**src/rtl/resampler_frame_ctrl.sv**
```systemverilog
// Frame sequencer between the FFT bin stream and the resampler: admits one ordered frame at a
// time, latches a clamped scale factor at bin 0 and holds the stream off until the frame drains.
module resampler_frame_ctrl #(
  parameter int unsigned          FRAME_LEN     = 4096,
  parameter int unsigned          ADDR_W        = 13,
  parameter int unsigned          DATA_W        = 80,
  parameter int unsigned          SCALE_W       = 24,
  parameter logic [SCALE_W-1:0]   SCALE_MIN     = 24'h040000,
  parameter logic [SCALE_W-1:0]   SCALE_MAX     = 24'h400000,
  parameter int unsigned          DRAIN_TIMEOUT = 16384
) (
  input  logic               clk,
  input  logic               rst,
  input  logic [DATA_W-1:0]  s_data,
  input  logic [ADDR_W-1:0]  s_user,
  input  logic               s_valid,
  input  logic               s_last,
  output logic               s_ready,
  input  logic [SCALE_W-1:0] sf_in,
  input  logic               sf_valid,
  output logic [DATA_W-1:0]  r_data,
  output logic [ADDR_W-1:0]  r_user,
  output logic               r_valid,
  output logic               r_last,
  output logic               r_abort,
  output logic [SCALE_W-1:0] r_scale,
  output logic               r_scale_valid,
  input  logic               rs_done,
  output logic               busy,
  output logic [15:0]        frame_cnt,
  output logic [7:0]         err_cnt,
  output logic               err_sticky,
  input  logic               err_clr
);

  localparam int unsigned        TMR_W     = $clog2(DRAIN_TIMEOUT + 1);
  localparam logic [ADDR_W-1:0]  LAST_IDX  = ADDR_W'(FRAME_LEN - 1);
  localparam logic [SCALE_W-1:0] SCALE_ONE = SCALE_W'(32'h0010_0000);

  typedef enum logic [1:0] {StIdle, StStream, StDiscard, StDrain} state_e;

  state_e             state_q, state_d;
  logic [ADDR_W-1:0]  exp_q, exp_d;
  logic [TMR_W-1:0]   timer_q, timer_d;
  logic               bad_run_q, bad_run_d;
  logic               s_ready_q, s_ready_d;
  logic [DATA_W-1:0]  r_data_q, r_data_d;
  logic [ADDR_W-1:0]  r_user_q, r_user_d;
  logic               r_valid_q, r_valid_d;
  logic               r_last_q, r_last_d;
  logic               r_abort_q, r_abort_d;
  logic [SCALE_W-1:0] r_scale_q, r_scale_d;
  logic               r_scale_valid_q, r_scale_valid_d;
  logic [SCALE_W-1:0] sf_pend_q, sf_pend_d;
  logic [15:0]        frame_cnt_q, frame_cnt_d;
  logic [7:0]         err_cnt_q, err_cnt_d;
  logic               err_sticky_q, err_sticky_d;
  logic               accept, err_ev;

  function automatic logic [SCALE_W-1:0] clamp_scale(input logic [SCALE_W-1:0] v);
    if (v < SCALE_MIN)      return SCALE_MIN;
    else if (v > SCALE_MAX) return SCALE_MAX;
    else                    return v;
  endfunction

  assign accept = s_valid && s_ready_q;

  always_comb begin
    state_d         = state_q;
    exp_d           = exp_q;
    timer_d         = '0;
    // A run of stray beats only counts while we stay in IDLE.
    bad_run_d       = bad_run_q && (state_q == StIdle);
    r_data_d        = r_data_q;
    r_user_d        = r_user_q;
    r_valid_d       = 1'b0;
    r_last_d        = 1'b0;
    r_abort_d       = 1'b0;
    r_scale_d       = r_scale_q;
    r_scale_valid_d = 1'b0;
    sf_pend_d       = sf_valid ? sf_in : sf_pend_q;
    frame_cnt_d     = frame_cnt_q;
    err_ev          = 1'b0;

    unique case (state_q)
      StIdle: begin
        if (accept) begin
          // Bin 0 with s_last is only a complete frame when a frame is one bin long.
          if (s_user == '0 && !(s_last && FRAME_LEN != 1)) begin
            r_valid_d       = 1'b1;
            r_data_d        = s_data;
            r_user_d        = s_user;
            r_scale_d       = clamp_scale(sf_pend_q);
            r_scale_valid_d = 1'b1;
            exp_d           = ADDR_W'(1);
            bad_run_d       = 1'b0;
            if (s_last) begin
              r_last_d = 1'b1;
              state_d  = StDrain;
            end else begin
              state_d  = StStream;
            end
          end else begin
            err_ev    = !bad_run_q;
            bad_run_d = !s_last;
          end
        end
      end
      StStream: begin
        if (accept) begin
          if (s_user == exp_q && exp_q < LAST_IDX && !s_last) begin
            r_valid_d = 1'b1;
            r_data_d  = s_data;
            r_user_d  = s_user;
            exp_d     = exp_q + ADDR_W'(1);
          end else if (s_user == LAST_IDX && exp_q == LAST_IDX && s_last) begin
            r_valid_d = 1'b1;
            r_data_d  = s_data;
            r_user_d  = s_user;
            r_last_d  = 1'b1;
            state_d   = StDrain;
          end else begin
            r_abort_d = 1'b1;
            err_ev    = 1'b1;
            state_d   = s_last ? StIdle : StDiscard;
          end
        end
      end
      StDiscard: begin
        if (accept && s_last) state_d = StIdle;
      end
      StDrain: begin
        if (rs_done) begin
          frame_cnt_d = frame_cnt_q + 16'd1;
          state_d     = StIdle;
        end else if (timer_q == TMR_W'(DRAIN_TIMEOUT - 1)) begin
          err_ev    = 1'b1;
          r_abort_d = 1'b1;
          state_d   = StIdle;
        end else begin
          timer_d = timer_q + TMR_W'(1);
        end
      end
      default: state_d = StIdle;
    endcase

    s_ready_d = (state_d != StDrain);

    err_cnt_d    = err_cnt_q;
    err_sticky_d = err_sticky_q;
    if (err_clr) begin
      err_cnt_d    = '0;
      err_sticky_d = 1'b0;
    end else if (err_ev) begin
      err_sticky_d = 1'b1;
      if (err_cnt_q != 8'hFF) err_cnt_d = err_cnt_q + 8'd1;
    end
  end

  always_ff @(posedge clk or posedge rst) begin
    if (rst) begin
      state_q         <= StIdle;
      exp_q           <= '0;
      timer_q         <= '0;
      bad_run_q       <= 1'b0;
      s_ready_q       <= 1'b0;
      r_data_q        <= '0;
      r_user_q        <= '0;
      r_valid_q       <= 1'b0;
      r_last_q        <= 1'b0;
      r_abort_q       <= 1'b0;
      r_scale_q       <= SCALE_ONE;
      r_scale_valid_q <= 1'b0;
      sf_pend_q       <= SCALE_ONE;
      frame_cnt_q     <= '0;
      err_cnt_q       <= '0;
      err_sticky_q    <= 1'b0;
    end else begin
      state_q         <= state_d;
      exp_q           <= exp_d;
      timer_q         <= timer_d;
      bad_run_q       <= bad_run_d;
      s_ready_q       <= s_ready_d;
      r_data_q        <= r_data_d;
      r_user_q        <= r_user_d;
      r_valid_q       <= r_valid_d;
      r_last_q        <= r_last_d;
      r_abort_q       <= r_abort_d;
      r_scale_q       <= r_scale_d;
      r_scale_valid_q <= r_scale_valid_d;
      sf_pend_q       <= sf_pend_d;
      frame_cnt_q     <= frame_cnt_d;
      err_cnt_q       <= err_cnt_d;
      err_sticky_q    <= err_sticky_d;
    end
  end

  assign s_ready       = s_ready_q;
  assign r_data        = r_data_q;
  assign r_user        = r_user_q;
  assign r_valid       = r_valid_q;
  assign r_last        = r_last_q;
  assign r_abort       = r_abort_q;
  assign r_scale       = r_scale_q;
  assign r_scale_valid = r_scale_valid_q;
  assign busy          = (state_q != StIdle);
  assign frame_cnt     = frame_cnt_q;
  assign err_cnt       = err_cnt_q;
  assign err_sticky    = err_sticky_q;

endmodule
```
**config.mk**
```make
export PLATFORM = sky130hd
export DESIGN_NAME = resampler_frame_ctrl
export DESIGN_NICKNAME = d
export VERILOG_FILES = /design/src/rtl/resampler_frame_ctrl.sv
export SDC_FILE = /design/constraint.sdc
export NUM_CORES = 1
export LEC_CHECK = 0
export CAP_MARGIN = 10
export CORE_ASPECT_RATIO = 1.1
export CORE_MARGIN = 1.5
export CORE_UTILIZATION = 35
export DETAILED_ROUTE_END_ITERATION = 10
export PLACE_DENSITY = 0.61
export SLEW_MARGIN = 40
export SYNTH_ARGS = -nofsm -noshare
export SYNTH_HDL_FRONTEND = slang
export SYNTH_SLANG_ARGS = --single-unit
```
**constraint.sdc**
```tcl
create_clock -name clk -period 13.47 [get_ports clk]
set_input_delay 2.0205 -clock clk [delete_from_list [all_inputs] [get_ports clk]]
set_output_delay 2.0205 -clock clk [all_outputs]
set_load 0.02 [all_outputs]
```
==> flow_metrics.py <==
metrics = {
    "power_and_ir_drop": {
        "clockPowerShare_pct": 40.9,
        "p_sw_w": 0.000353,
        "p_leak_nw": 5.64,
        "internal_power_w": 0.00112,
        "switching_share_pct": 24.0,
        "ir_drop_uv": 99.9,
        "seqPwrFrac_pct": 45.2,
        "p_per_area_nw_per_um2": 119,
        "p_comb_share_pct": 13.9,
    },
    "grt": {
        "track_usage_pct": 16.6,
        "grt_pass1_vias": 6170,
        "grt-ovfl-total": 0,
        "grt_antenna_before_repair": 0,
        "grt_start_max_net_pins": 125,
        "grt_pass1_wl_um": 34600,
    },
    "setup_path": {
        "rr_endpoint": "r_data[4]$_DFFE_PP0P_",
        "cp.arrival_ns": 5.33,
        "timing.rr.start": "exp_q[3]$_DFFE_PP0P_",
        "cp_max_fo": 57,
        "cp.required_ns": 13.84,
        "criticalPathCategory": "input port to register",
        "reg2reg_depth": 8,
        "worstSetupEndpointType": "register",
        "r2r_slack_ns": 10.12,
        "critPathLaunchType": "input port",
    },
    "hold_path": {
        "whs_endpoint": "frame_cnt[15]$_DFFE_PP0P_",
        "whs_path_depth": 1,
        "hold_path_class": "register to register",
        "hold_start": "frame_cnt[15]$_DFFE_PP0P_",
    },
    "drt": {
        "routedWlPerCell_um": 17.3,
        "viasPerCell": 4.85,
        "first_pass_iters": 8,
        "drc_errors": 17,
        "wl_um": 21500,
        "drtIter0Drc": 279,
        "ant_nets": 0,
        "vias": 6009,
    },
    "synthesis": {
        "synth.top_cell.area_share_pct": 57.8,
        "ys_ff_latch": 202,
        "yosysMostFrequentCell": "dfrtp_1",
        "synth_fp_nets": 771,
        "async_flop_share_pct": 100,
        "ys.flop_type": "dfrtp_1",
        "ys_types": 48,
        "synth_edf_count": 0,
        "synth_common_cells": "200 x dfrtp_1, 69 x mux2_4, 54 x nor2_1, 34 x mux2_2, 34 x nand2_1",
        "yosysSeqAreaShare_pct": 58.4,
        "synth_area_leaders": "dfrtp_1 58%, mux2_4 12%, mux2_2 4.4%",
        "synth_area_um2": 8660,
        "avgSynthCellArea_um2": 13.5,
        "yosysTopAreaCell": "dfrtp_1",
        "yosysWarnings": 0,
        "netlist_instances": 643,
    },
    "floorplan": {
        "die_w_um": 153,
        "die_area_um2": 25700,
        "num_rows": 60,
        "io_pins": 272,
        "start_util_pct": 35.5,
        "core-area_um2": 24400,
        "die_y_um": 168,
    },
    "final_layout": {
        "areaGrowthSynthToFinish_pct": 43.2,
        "drive_gt1_share_pct": 15.9,
        "n_antenna_cell": 0,
        "post-route-util_pct": 50.9,
        "final_net_count": 1046,
        "final_cells": 1240,
    },
    "clocking": {
        "cts_resized": 0,
        "cts_buffers": 23,
        "cts-root-buf": "clkbuf_16",
        "htreeDepth": 1,
        "hold_buffers": 0,
        "cts_tree": "yes",
        "clkLatencyLatePin_ns": 0.50,
        "clk_pin_slew_ns": 0.06,
        "cts_setup_buffers": 0,
        "cts_sinks": 202,
        "cts_buffer_depth": 3,
    },
    "sta": {
        "finalCritPeriodShare_pct": 36.8,
        "finalHoldViolCount": 0,
        "fin_hold_ws_ns": 0.473,
        "fin_skew_ns": 0.0149,
        "rsz0062_at_grt": "false",
        "setup_viol": 0,
        "slew_viol_final": 0,
        "setup_tns_ns": 0,
        "slew_headroom_pct": 49.5,
        "worst_pin_slew_ns": 0.753,
        "max_freq_ghz": 0.202,
        "post-route-min-period_ns": 4.96,
    },
    "outcome": {
        "outcome": "finished, violations left",
        "violations": "DRC",
    },
    "place": {
        "numPortBuffers": 271,
        "dp_hpwl_um": 15000,
        "gp_congestion": 0.802,
        "numPlacedInstances": 1203,
    },
    "run": {
        "max_cap_viol_count": 0,
    },
}
-- through the flow --
step | worst slack [ns] | cell area, um^2 | total power [W]
floorplan | 5.94 | 8660 | 0.000768
global placement | 7.58 | 11600 | 0.000880
detailed placement | 8.06 | 11700 | 0.000882
CTS | 8.57 | 12400 | 0.00149
global route | 8.36 | 12400 | 0.00153
finish | 8.51 | 12400 | 0.00147
-- layer usage --
layer  vias to the layer above  share of wire, %  track usage [%]
met1                      2954                44             22.5
met3                        29               8.4             5.07
met5                         -                 0                0
li1                       2838                 -                -
met2                       188                46             26.4
met4                         0               1.7             3.84
-- flip-flops by register name (all words and copies together), names as in the netlist --
register and cells:
err_sticky 1, r_last 1, err_cnt 8, r_valid 1, r_data 80, exp_q 13, frame_cnt 16, r_scale_valid 1
state_q 2, sf_pend_q 24, r_user 13, r_abort 1, timer_q 15, bad_run_q 1, r_scale 24, s_ready 1
-- worst max-delay path, stage by stage --
cell and delay [ns]:
clkdlybuf4s50_1 0.57, or4_1 0.58, nor2_1 0.16, nand2_1 0.25, or2_1 0.33, a311o_2 0.45
buf_16 0.19, buf_6 0.31, mux2_4 0.39
-- kinds of logic after synthesis --
| family | count (synthesis) | synth area share [%] |
|---|---|---|
| and+or+nand+nor | 176 | 10.1 |
| AOI/OAI and AO/OA | 58 | 5.20 |
| xor gates and xnor gates | 50 | 5.05 |
| DFF | 202 | 58.4 |
| adders and majority gates | 4 | 0.578 |
| buffers and inverters | 34 | 2.24 |
| muxes | 119 | 18.4 |
-- layout make-up --
class                   instances  area [um^2]
clock buffers                  33          663
clock inverters                 4         45.0
fillers                      2124        12000
inverters                       7         38.8
multi-input cells             407         3410
flip-flops and latches        202         5060
well taps                     310          388
repair buffers                277         2800
-- placed cells by master, fill, tap and decap left out, types with 8 or more instances in the layout --
master / netlist / layout
mux2_1: 14 / 14
a22o_1: 21 / 21
nor2_1: 54 / 54
xnor2_1: 30 / 30
xor2_1: 20 / 20
clkbuf_16: 0 / 23
nand3_1: 14 / 14
nand4_1: 20 / 20
dfrtp_1: 200 / 200
nand2_1: 34 / 34
nor4_1: 11 / 11
mux2_2: 34 / 34
clkdlybuf4s50_1: 0 / 270
and3_1: 8 / 8
mux2_4: 69 / 69
-- how the worst max path moves through the flow --
stage / startpoint / slack (ns) / to / depth (start not counted)
2_1_floorplan: rst / 5.94 / bad_run_q$_DFF_PP0_ / 1
3_3_place_gp: s_last / 7.58 / r_data[1]$_DFFE_PP0P_ / 8
3_5_place_dp: s_last / 8.06 / r_data[20]$_DFFE_PP0P_ / 9
4_1_cts: s_last / 8.57 / r_data[20]$_DFFE_PP0P_ / 9
5_1_grt: s_last / 8.36 / r_data[5]$_DFFE_PP0P_ / 9
6_report: s_last / 8.51 / r_data[4]$_DFFE_PP0P_ / 9
-- power groups by stage --
stage	clock network [W]	logic [W]	registers [W]
2_1_floorplan	0	0.0000596	0.000709
3_5_place_dp	0	0.000206	0.000676
4_1_cts	0.000620	0.000207	0.000666
3_3_place_gp	0	0.000205	0.000676
6_report	0.000602	0.000204	0.000666
5_1_grt	0.000643	0.000217	0.000671
(Power assumes the default switching activity.)
